===== src/rtl/ctrl_decode.sv =====
// Multicycle ARM main control: sequencing FSM plus main, ALU and PC decoders.
// All outputs are combinational from the state register and the decode inputs.
module ctrl_decode (
  input  logic       clk,
  input  logic       reset,
  input  logic [1:0] Op,
  input  logic [5:0] Funct,
  input  logic [3:0] Rd,
  output logic       IRWrite,
  output logic       AdrSrc,
  output logic       ALUSrcA,
  output logic [1:0] ALUSrcB,
  output logic [1:0] ResultSrc,
  output logic [1:0] ImmSrc,
  output logic [1:0] RegSrc,
  output logic [1:0] ALUControl,
  output logic [1:0] FlagW,
  output logic       PCS,
  output logic       NextPC,
  output logic       RegW,
  output logic       MemW,
  output logic       Undef,
  output logic [3:0] State
);

  localparam logic [3:0] S_FETCH    = 4'd0;
  localparam logic [3:0] S_DECODE   = 4'd1;
  localparam logic [3:0] S_MEMADR   = 4'd2;
  localparam logic [3:0] S_MEMRD    = 4'd3;
  localparam logic [3:0] S_MEMWB    = 4'd4;
  localparam logic [3:0] S_MEMWR    = 4'd5;
  localparam logic [3:0] S_EXECUTER = 4'd6;
  localparam logic [3:0] S_EXECUTEI = 4'd7;
  localparam logic [3:0] S_ALUWB    = 4'd8;
  localparam logic [3:0] S_BRANCH   = 4'd9;

  logic [3:0] state_q;
  logic [3:0] state_d;

  logic [3:0] cmd;
  logic       dp_ok;
  logic       no_write;
  logic       arith;
  logic [1:0] cmd_ctl;
  logic       alu_op;
  logic       branch;
  logic       reg_w_raw;
  logic       bad_instr;

  assign cmd   = Funct[4:1];
  assign State = state_q;

  // Data-processing command decode: support, ALU function, write suppression
  always_comb begin
    dp_ok    = 1'b1;
    no_write = 1'b0;
    arith    = 1'b0;
    cmd_ctl  = 2'b00;
    case (cmd)
      4'b0100: begin cmd_ctl = 2'b00; arith = 1'b1; end
      4'b0010: begin cmd_ctl = 2'b01; arith = 1'b1; end
      4'b0000: cmd_ctl = 2'b10;
      4'b1100: cmd_ctl = 2'b11;
      4'b1010: begin
        cmd_ctl  = 2'b01;
        arith    = 1'b1;
        no_write = 1'b1;
        dp_ok    = Funct[0];
      end
      default: dp_ok = 1'b0;
    endcase
  end

  assign bad_instr = (Op == 2'b11) | ((Op == 2'b00) & ~dp_ok);

  // Next-state sequencing
  always_comb begin
    state_d = S_FETCH;
    case (state_q)
      S_FETCH:    state_d = S_DECODE;
      S_DECODE: begin
        if (bad_instr)          state_d = S_FETCH;
        else if (Op == 2'b01)   state_d = S_MEMADR;
        else if (Op == 2'b10)   state_d = S_BRANCH;
        else if (Funct[5])      state_d = S_EXECUTEI;
        else                    state_d = S_EXECUTER;
      end
      S_MEMADR:   state_d = Funct[0] ? S_MEMRD : S_MEMWR;
      S_MEMRD:    state_d = S_MEMWB;
      S_EXECUTER: state_d = S_ALUWB;
      S_EXECUTEI: state_d = S_ALUWB;
      default:    state_d = S_FETCH;
    endcase
  end

  // State register; reset aborts any instruction in flight
  always_ff @(posedge clk or posedge reset) begin
    if (reset) state_q <= S_FETCH;
    else       state_q <= state_d;
  end

  // Moore control outputs per state
  always_comb begin
    IRWrite   = 1'b0;
    AdrSrc    = 1'b0;
    ALUSrcA   = 1'b0;
    ALUSrcB   = 2'b00;
    ResultSrc = 2'b00;
    NextPC    = 1'b0;
    reg_w_raw = 1'b0;
    MemW      = 1'b0;
    alu_op    = 1'b0;
    branch    = 1'b0;
    case (state_q)
      S_FETCH: begin
        IRWrite   = 1'b1;
        NextPC    = 1'b1;
        ALUSrcA   = 1'b1;
        ALUSrcB   = 2'b10;
        ResultSrc = 2'b10;
      end
      S_DECODE: begin
        ALUSrcA   = 1'b1;
        ALUSrcB   = 2'b10;
        ResultSrc = 2'b10;
      end
      S_MEMADR:   ALUSrcB = 2'b01;
      S_MEMRD:    AdrSrc = 1'b1;
      S_MEMWB: begin
        ResultSrc = 2'b01;
        reg_w_raw = 1'b1;
      end
      S_MEMWR: begin
        AdrSrc = 1'b1;
        MemW   = 1'b1;
      end
      S_EXECUTER: alu_op = 1'b1;
      S_EXECUTEI: begin
        ALUSrcB = 2'b01;
        alu_op  = 1'b1;
      end
      S_ALUWB:    reg_w_raw = ~no_write;
      S_BRANCH: begin
        ALUSrcB   = 2'b01;
        ResultSrc = 2'b10;
        branch    = 1'b1;
      end
      default: ;
    endcase
  end

  // ALU decode, immediate/register selects and PC write logic
  always_comb begin
    ALUControl = alu_op ? cmd_ctl : 2'b00;
    FlagW      = alu_op ? {Funct[0], Funct[0] & arith} : 2'b00;
    ImmSrc     = Op;
    RegSrc     = {Op == 2'b01, Op == 2'b10};
    RegW       = reg_w_raw;
    PCS        = ((Rd == 4'hf) & reg_w_raw) | branch;
    Undef      = (state_q == S_DECODE) & bad_instr;
  end

endmodule


===== config.mk =====
export PLATFORM = sky130hd
export DESIGN_NAME = ctrl_decode
export DESIGN_NICKNAME = d
export VERILOG_FILES = /design/src/rtl/ctrl_decode.sv
export SDC_FILE = /design/constraint.sdc
export NUM_CORES = 1
export LEC_CHECK = 0
export CORE_MARGIN = 3
export CORE_UTILIZATION = 25
export CTS_CLUSTER_SIZE = 40
export DETAILED_ROUTE_END_ITERATION = 10
export PLACE_DENSITY_LB_ADDON = 0.2
export SETUP_SLACK_MARGIN = 0.05
export SLEW_MARGIN = 20
export SYNTH_ARGS = -nofsm -noshare
export SYNTH_HDL_FRONTEND = slang
export SYNTH_SLANG_ARGS = --single-unit

===== constraint.sdc =====
create_clock -name clk -period 2.76 [get_ports clk]
set_clock_uncertainty 0.05 [all_clocks]
set_input_delay 0.552 -clock clk [delete_from_list [all_inputs] [get_ports clk]]
set_output_delay 0.552 -clock clk [all_outputs]
set_load 0.02 [all_outputs]

==> summary.txt, run 1 <==
Status
  – Outcome: complete, no violations

Synthesis
  – Post-synth top area share: 0.183
  – Flops & latches, synth: 4
  – Post-synth EDFFs: 0
  – Synth top area cells: dfrtp_1 (18%), ha_1 (9.2%), nor3_1 (5.5%)
  – Top_reg_cell synth: dfrtp_1
  – Synth Instances: 72
  – Distinct cells, synth: 32
  – Leading area contributor after synthesis: dfrtp_1
  – Syn avg cell area: 7.59 sq um
  – Sequential share of the synthesized area: 0.183
  – Yosys warns: 0
  – Mapped Area: 547 sq um
  – Count leader, synth: inv_1
  – List of most frequent post-synthesis cells: inv_1 (8), nand2_1 (6), nor2_1 (6), nor3_1 (6)
  – Post-Syn Nets: 90
  – Asr flop ratio synth: 1.00

Worst setup path
  – Crit path launch type: primary input
  – Crit. End Element: output port
  – Longest individual stage delay on the worst path: 430 ps
  – Crit-path max FO: 2
  – Critical path data required time: 2160 ps
  – Worst-path cell chain: clkdlybuf4s50_1 -> ha_1 -> a211o_1 -> a31oi_2 -> nor3b_1 -> dlygate4sd2_1
  – Worst path slowest cell: clkdlybuf4s50_1
  – R2R Path Start: State[2]
  – Worst Reg2Reg Path Length in Cells: 4
  – Reg2reg setup slack: 1470 ps
  – CP arrival: 2050 ps
  – Classification of the worst setup path: in -> out
  – Worst R2R End: State[1]

Finish
  – Ant diodes: 0
  – Register area: 101 sq um
  – # nets final: 140
  – Share of layout cells above drive strength 1: 0.217
  – Post-Layout Cell Count: 147
  – Finished Core Util: 0.516
  – Multi-input gate area: 378 sq um
  – Max FFs per register: 4
  – Final Instance Area: 0.00104 sq mm
  – Layout area overhead: 90.8%
  – # fillers: 189

Placement
  – GP Congestion: 0.706
  – PortBufs: 37
  – Setup WS pre-CTS: -127 ps
  – Placed insts: 144
  – HPWL after DPL: 1.38 mm
  – Placed Area: 0.00102 sq mm

Drt
  – Via/cell ratio: 4.54
  – Drt drc: 0
  – Antenna viol nets, final: 0
  – WL final: 1.67 mm
  – Vias: 667
  – First drt pass iteration count: 4
  – Wirelength per Cell: 11.3 um
  – First DRT Iteration DRCs: 12

GRT
  – Busiest grt layer: met2
  – Global-route wire length before repair: 2.51 mm
  – GR Util met1: 0.139
  – Met3 Resource Use GR: 0.0342
  – Pin count of the biggest net entering global routing: 15
  – Gr usage total: 0.120
  – Initial antenna violation count: 0
  – Vias in the first global route: 615
  – Met2 Resource Use GR: 0.215
  – Total grt overflow: 0

Power
  – Pint: 0.484 mW
  – Leak: 0.476 nW
  – Combinational fraction of design power: 0.806
  – Sw Pwr: 0.438 mW
  – Max VDD drop: 0.559 mV
  – Clock power share: 0.076
  – Pwr per Cell Area: 884 mW/mm^2
  – Net Sw Frac: 0.475
  – Total power: 0.923 mW
  – Part of the power in registers: 0.118

STA
  – Setup TNS Final: 0 ps
  – Worst Max-Slew Pin Slew: 324 ps
  – Shortest period the worst path allows: 2650 ps
  – Worst Setup Slack, final: 112 ps
  – RSZ-0062 raised after global routing: no
  – Hold Vio Cnt, Final: 0
  – Final period util: 0.960
  – Fmax: 0.378 GHz
  – Worst rel slew slack: 0.782
  – Final hold slack: 448 ps
  – Max-slew violation count: 0
  – Setup violators final: 0

CTS
  – CTS tree: done
  – Clock Root Buffer: clkbuf_4
  – TritonCTS buffer count: 3
  – Worst-path clk slew: 40 ps
  – Hold_buf cts: 0
  – H-tree levels: 1
  – Clk_lat worst skew: 230 ps
  – CTS sink count: 4
  – CTS Buffer Depth: 2

Floorplanning
  – Die height: 52.8 um
  – Core box area: 0.00202 sq mm
  – Die area: 0.00278 sq mm
  – Ports: 38
  – Initial core utilization: 0.270
  – Die Width: 52.8 um
  – Row count: 16

Flow run
  – Max-cap violations: 0

Hold path
  – Hold/Removal Path Class: in -> async
## critical path: cells and delay by family
| kind | cells | cell delay, ps |
|---|---|---|
| buf+inv | 2 | 750 |
| compound gates | 2 | 440 |
| fa+ha+maj | 1 | 220 |
| simple gates | 1 | 80 |
## per-layer routing
layer | vias to the layer above | part of all wire
met5 | - | 0
li1 | 344 | -
met4 | 0 | 0
met2 | 35 | 0.48
met3 | 0 | 0.086
met1 | 288 | 0.43
## area by class of cell
cell class / count / share of cell area
repair buffers: 52 / 0.458
inverters: 8 / 0.0288
flip-flops and latches: 4 / 0.0971
multi-input cells: 53 / 0.362
well taps: 27 / 0.0324
clock buffers: 3 / 0.0216
## placed cells by master, fill, tap and decap left out, types with 3 or more instances in the layout
master,synthesis,layout
nand2_1,6,6
nor3_1,6,6
ha_1,4,4
nor2_1,6,6
dfrtp_1,4,3
buf_4,3,15
inv_1,8,8
nand2b_1,4,4
dlygate4sd2_1,0,6
clkdlybuf4s50_1,0,30
clkbuf_4,0,3
## power by group through the flow
stage	Sequential (mW)	Combinational (mW)	Clock [mW]
detailed placement	0.108	0.755	0
global placement	0.108	0.748	0
global route	0.113	0.805	0.0763
CTS	0.108	0.748	0.0724
floorplan	0.133	0.410	0
finish	0.109	0.744	0.0700
## cells by family (layout without fill, tap and decap cells)
group,count (synthesis),count (layout),synth area share
AND/OR/NAND/NOR,30,30,0.281
AO/OA/AOI/OAI,17,17,0.279
buffers and inverters,15,63,0.133
adder cells (fa/ha/maj),4,4,0.0915
flip-flops,4,4,0.183
XOR/XNOR,2,2,0.0320
## repair_timing
| action | CTS | global route |
|---|---|---|
| gates resized for setup | 6 | 3 |
| setup buffers | 0 | 0 |
| pin swaps | 0 | 0 |
| setup endpoints to repair | 6 | 3 |
## worst max-delay path by stage
stage / from / cells past startpoint / slack, ps / end
after floorplan: State[1] / 3 / 410 / NextPC
after global routing: Op[0] / 6 / 50 / Undef
after global placement: Funct[3] / 6 / -110 / PCS
final: Op[0] / 6 / 110 / Undef
after CTS: Op[0] / 6 / 80 / RegSrc[0]
after detailed placement: Funct[3] / 6 / -130 / PCS
No activity file was read; power rests on OpenSTA's default activity.
==> run 2: changes to the inputs <==
ABC_AREA = 1   (was not set)
==> summary.txt, run 2 <==
Status
  – Outcome: complete, no violations

Floorplanning
  – Initial core utilization: 0.280 (+0.00931)
  – Die Width: 54.0 um (+2.4%)
  – Row count: 16 (unchanged)
  – Core box area: 0.00206 sq mm (+2.0%)
  – Die area: 0.00292 sq mm (+4.9%)
  – Die height: 54.0 um (+2.4%)
  – Ports: 38 (unchanged)

Worst setup path
  – Crit-path max FO: 4 (+2)
  – Crit. End Element: output port
  – Crit path launch type: primary input
  – R2R Path Start: State[3]
  – Start point of the critical path: Op[0]
  – Critical path data required time: 2160 ps (about the same)
  – CP arrival: 2010 ps (-40 ps)
  – Classification of the worst setup path: in -> out

STA
  – Fmax: 0.382 GHz (+1.2%)
  – Worst rel slew slack: 0.697 (-0.0854)
  – Worst Max-Slew Pin Slew: 455 ps (+131 ps)
  – Hold Vio Cnt, Final: 0 (unchanged)
  – Setup TNS Final: 0 ps (unchanged)
  – Shortest period the worst path allows: 2620 ps (-31.4 ps)
  – Worst Setup Slack, final: 143 ps (+31.4 ps)
  – Setup violators final: 0 (unchanged)
  – RSZ-0062 raised after global routing: no
  – Max-slew violation count: 0 (unchanged)
  – Final period util: 0.948 (-0.0114)

Synthesis
  – Post-synth top area share: 0.174 (-0.00953)
  – Post-Syn Nets: 109 (+21%)
  – Top_reg_cell synth: dfrtp_1
  – Distinct cells, synth: 23 (-28%)
  – Count leader, synth: inv_1
  – Flops & latches, synth: 4 (unchanged)
  – Syn avg cell area: 6.34 sq um (-17%)
  – Post-synth EDFFs: 0 (unchanged)
  – List of most frequent post-synthesis cells: inv_1 (15), nand2_1 (13), nor2_1 (13)
  – Synth Instances: 91 (+26%)
  – Synth top area cells: dfrtp_1 (17%), inv_1 (9.8%), nand3_1 (9.5%)
  – Leading area contributor after synthesis: dfrtp_1
  – Asr flop ratio synth: 1.00 (unchanged)
  – Sequential share of the synthesized area: 0.174 (-0.00953)
  – Mapped Area: 577 sq um (+5.5%)
  – Yosys warns: 0 (unchanged)

Placement
  – HPWL after DPL: 1.40 mm (+1.2%)
  – Placed insts: 157 (+9.0%)
  – GP Congestion: 0.734 (+4.0%)
  – PortBufs: 37 (unchanged)
  – Setup WS pre-CTS: -73.5 ps (+53.0 ps)

Drt
  – Drt drc: 0 (unchanged)
  – Wirelength per Cell: 9.79 um (-14%)
  – Via/cell ratio: 4.37 (-3.7%)
  – First DRT Iteration DRCs: 13 (+1)
  – Vias: 699 (+4.8%)
  – First drt pass iteration count: 4 (unchanged)
  – Antenna viol nets, final: 0 (unchanged)
  – WL final: 1.57 mm (-6.0%)

GRT
  – Pin count of the biggest net entering global routing: 11 (-4)
  – Vias in the first global route: 651 (+5.9%)
  – Initial antenna violation count: 0 (unchanged)
  – Total grt overflow: 0 (unchanged)
  – Gr usage total: 0.116 (-0.00426)
  – Global-route wire length before repair: 2.55 mm (+1.4%)

CTS
  – Clk_lat worst skew: 230 ps (about the same)
  – Worst-path clk slew: 40 ps (about the same)
  – Clock Root Buffer: clkbuf_4
  – H-tree levels: 1 (unchanged)
  – TritonCTS buffer count: 3 (unchanged)
  – Hold_buf cts: 0 (unchanged)
  – CTS Buffer Depth: 2 (unchanged)
  – CTS sink count: 4 (unchanged)
  – CTS tree: done

Power
  – Leak: 0.545 nW (+14%)
  – Total power: 0.858 mW (-7.0%)
  – Part of the power in registers: 0.159 (+0.041)
  – Max VDD drop: 0.603 mV (+7.9%)
  – Net Sw Frac: 0.506 (+0.0306)
  – Clock power share: 0.081 (+0.005)
  – Combinational fraction of design power: 0.760 (-0.046)
  – Sw Pwr: 0.434 mW (-1.0%)
  – Pwr per Cell Area: 845 mW/mm^2 (-4.4%)
  – Pint: 0.424 mW (-12%)

Finish
  – Finished Core Util: 0.492 (-0.0240)
  – Layout area overhead: 75.9%
  – Commonest non-fill, non-tap cells in the layout: clkdlybuf4s50_1 (31), inv_1 (15), nand2_1 (13), nor2_1 (13), nand3_1 (11)
  – Share of layout cells above drive strength 1: 0.203 (-0.0137)
  – # nets final: 153 (+9.3%)
  – Ant diodes: 0 (unchanged)
  – Commonest non-fill, non-tap cell in the layout: clkdlybuf4s50_1
  – Max FFs per register: 4 (unchanged)
  – Post-Layout Cell Count: 160 (+8.8%)

Hold path
  – Hold/Removal Path Class: in -> async

Flow run
  – Max-cap violations: 0 (unchanged)
run 2: cell types whose count changed after synthesis, sizes merged, moves of 2 or more:
cell / previous run / this run
nor3: 7 / 2
nor4: 2 / 0
nand2b: 4 / 0
o32ai: 2 / 0
o21bai: 2 / 0
inv: 8 / 19
a211oi: 2 / 0
nand3: 1 / 12
a21boi: 2 / 0
buf: 7 / 4
nand2: 6 / 17
nor2: 6 / 20
run 2: worst paths after layout:
path                              to  slack (ps)  depth (start not counted)
min reg2reg                 State[0]         570                          3
min                         State[3]         460                          2
max reg2reg                 State[2]        1580                          5
min in group clk            State[0]         570                          3
max                        RegSrc[0]         140                          5
max in group asynchronous   State[0]        2050                          2
run 2: final cells by class:
type	instances	area, sq um
fill	233	1050
timing repair buffer	43	415
multi-input combinational	64	372
sequential	4	100
inverter	19	71.3
tap	27	33.8
clock buffer	3	22.5
run 2: cells by family after synthesis:
group                      Yosys count  share of synthesized area
and+or+nand+nor                     52                      0.471
buffers and inverters               23                      0.182
AOI/OAI and AO/OA                    8                     0.0868
adders and majority gates            4                     0.0868
DFF                                  4                      0.174
run 2: power by group through the flow:
stage                     Sequential (mW)  Combinational [mW]  Clock (mW)
after global placement              0.136               0.661           0
after global routing                0.143               0.713      0.0757
after detailed placement            0.138               0.665           0
after CTS                           0.137               0.661      0.0736
after floorplan                     0.138               0.394           0
final                               0.136               0.652      0.0696
run 2: repair_timing:
item,CTS,global route
setup endpoints to repair,4,2
buffers inserted,0,0
resized for setup,4,2
run 2: worst max-delay path, cell delays in order:
cell and delay, ps:
clkdlybuf4s50_1 410, inv_1 80, buf_4 100, ha_1 220, clkdlybuf4s50_1 640
run 2: stage by stage:
| step | hold slack, ps | area [sq um] |
|---|---|---|
| final | 462 | 1010 |
| after global routing | 460 | 1010 |
| after CTS | 458 | 1010 |
| after detailed placement | 575 | 992 |
| after global placement | 567 | 992 |
| after floorplan | 268 | 577 |
run 2: routing by layer:
layer	part of all wire	vias to the layer above	GRT usage
met2	0.49	31	0.222
met3	0.075	0	0.0166
met4	0	0	0.0249
li1	-	363	-
met5	0	-	0
met1	0.43	305	0.133
==> run 3: changes to the inputs <==
CORE_UTILIZATION = 38   (was 25)
==> summary.txt, run 3 (synthesis gave the netlist of run 2 again) <==
Floorplanning
  – Die height: 45.0 um (-17%)
  – Die Width: 45.0 um (-17%)
  – Die area: 0.00202 sq mm (-31%)
  – Core box area: 0.00137 sq mm (-34%)
  – Initial core utilization: 0.422 (+0.142)
  – Row count: 13 (-3)
  – Ports: 38 (unchanged)

GRT
  – Total grt overflow: 0 (unchanged)
  – Initial antenna violation count: 0 (unchanged)
  – Global-route wire length before repair: 2.76 mm (+8.4%)
  – Vias in the first global route: 687 (+5.5%)
  – Pin count of the biggest net entering global routing: 11 (unchanged)
  – Gr usage total: 0.182 (+0.0659)

Worst setup path
  – Worst path slowest cell: clkdlybuf4s50_1
  – Crit path launch type: primary input
  – Crit. End Element: output port
  – Most frequent CP cell: clkdlybuf4s50_1
  – CP arrival: 2020 ps (about the same)
  – Crit-path max FO: 4 (unchanged)
  – Longest individual stage delay on the worst path: 640 ps (about the same)
  – Critical path data required time: 2160 ps (about the same)
  – Classification of the worst setup path: in -> out
  – Worst-path cell chain: clkdlybuf4s50_1 -> inv_1 -> buf_4 -> ha_1 -> clkdlybuf4s50_1

CTS
  – CTS resizes: 4 (unchanged)
  – CTS tree: done
  – Clock Root Buffer: clkbuf_4
  – Worst-path clk slew: 40 ps (about the same)
  – TritonCTS buffer count: 3 (unchanged)
  – Hold_buf cts: 0 (unchanged)
  – CTS sink count: 4 (unchanged)
  – CTS Buffer Depth: 2 (unchanged)
  – H-tree levels: 1 (unchanged)
  – Post-CTS setup buffers: 0 (unchanged)
  – Clk_lat worst skew: 230 ps (about the same)

STA
  – Worst Max-Slew Pin Slew: 450 ps (-5.57 ps)
  – Max-slew violation count: 0 (unchanged)
  – RSZ-0062 raised after global routing: no
  – Fmax: 0.382 GHz (about the same)
  – Final period util: 0.949 (about the same)
  – Setup violators final: 0 (unchanged)
  – Worst rel slew slack: 0.700 (+0.00372)
  – Setup TNS Final: 0 ps (unchanged)
  – Hold Vio Cnt, Final: 0 (unchanged)
  – Shortest period the worst path allows: 2620 ps (+2.60 ps)
  – Worst Setup Slack, final: 141 ps (-2.60 ps)

Drt
  – Drt drc: 0 (unchanged)
  – Antenna viol nets, final: 0 (unchanged)
  – First DRT Iteration DRCs: 23 (+10)
  – Wirelength per Cell: 11.3 um (+15%)
  – Vias: 715 (+2.3%)
  – WL final: 1.67 mm (+6.3%)
  – Via/cell ratio: 4.83 (+11%)
  – First drt pass iteration count: 4 (unchanged)

Power
  – Total power: 0.860 mW (+0.26%)
  – Leak: 0.545 nW (unchanged)
  – Pwr per Cell Area: 860 mW/mm^2 (+1.8%)
  – Max VDD drop: 0.543 mV (-10%)

Finish
  – Ant diodes: 0 (unchanged)
  – Commonest non-fill, non-tap cell in the layout: clkdlybuf4s50_1
  – Commonest non-fill, non-tap cells in the layout: clkdlybuf4s50_1 (31), inv_1 (15), nand2_1 (13), nor2_1 (13), nand3_1 (11)
  – Layout area overhead: 73.3%
  – Finished Core Util: 0.732 (+0.240)
  – Share of layout cells above drive strength 1: 0.203 (unchanged)
  – # nets final: 153 (unchanged)
  – Max FFs per register: 4 (unchanged)

Placement
  – GP Congestion: 0.821 (+12%)
  – PortBufs: 37 (unchanged)
  – Setup WS pre-CTS: -86.6 ps (-13.1 ps)
  – HPWL after DPL: 1.44 mm (+3.1%)

Hold path
  – Hold/Removal Path Class: in -> async

Status
  – Outcome: complete, no violations

Flow run
  – Max-cap violations: 0 (unchanged)
## run 3: cell counts in the layout (fill, tap and decap cells not counted)
Identical to the previous run, type by type.
## run 3: final cells by class
cell class                 count  area [sq um]
timing repair buffer          43           415
sequential                     4           100
multi-input combinational     64           372
clock buffer                   3          22.5
fill                         119           367
inverter                      19          71.3
tap                           15          18.8
## run 3: worst max-delay path, delay by kind of cell
kind                       cells  cell delay [ps]
buffers and inverters          4             1230
adders and majority gates      1              220
## run 3: routing by layer
metal	vias to the layer above	GRT usage	routed length [um]
met4	0	0.0877	38
li1	364	-	-
met2	36	0.336	859
met3	4	0.0438	155
met5	-	0	0
met1	311	0.187	612
## run 3: where the power goes
group          leakage [nW]  switching [mW]  internal (mW)
Clock                0.0138          0.0245         0.0487
Combinational         0.479           0.358          0.293
Sequential           0.0520          0.0529         0.0822
## run 3: final timing paths
kind,end,cells after the start,from,slack (ps)
hold reg to reg,State[0],3,State[2],550
hold / removal,State[0],2,reset,450
setup / recovery,RegSrc[0],5,Op[0],140
min in group clk,State[0],3,State[2],550
max in group asynchronous,State[1],2,reset,2050
setup reg to reg,State[2],5,State[3],1550
## run 3: stage by stage
step	hold WS, ps	cells	instance area, sq um
final	448	148	1000
after global routing	453	148	1000
after CTS	450	148	995
after detailed placement	553	145	977
after global placement	548	145	977
after floorplan	268	91	577
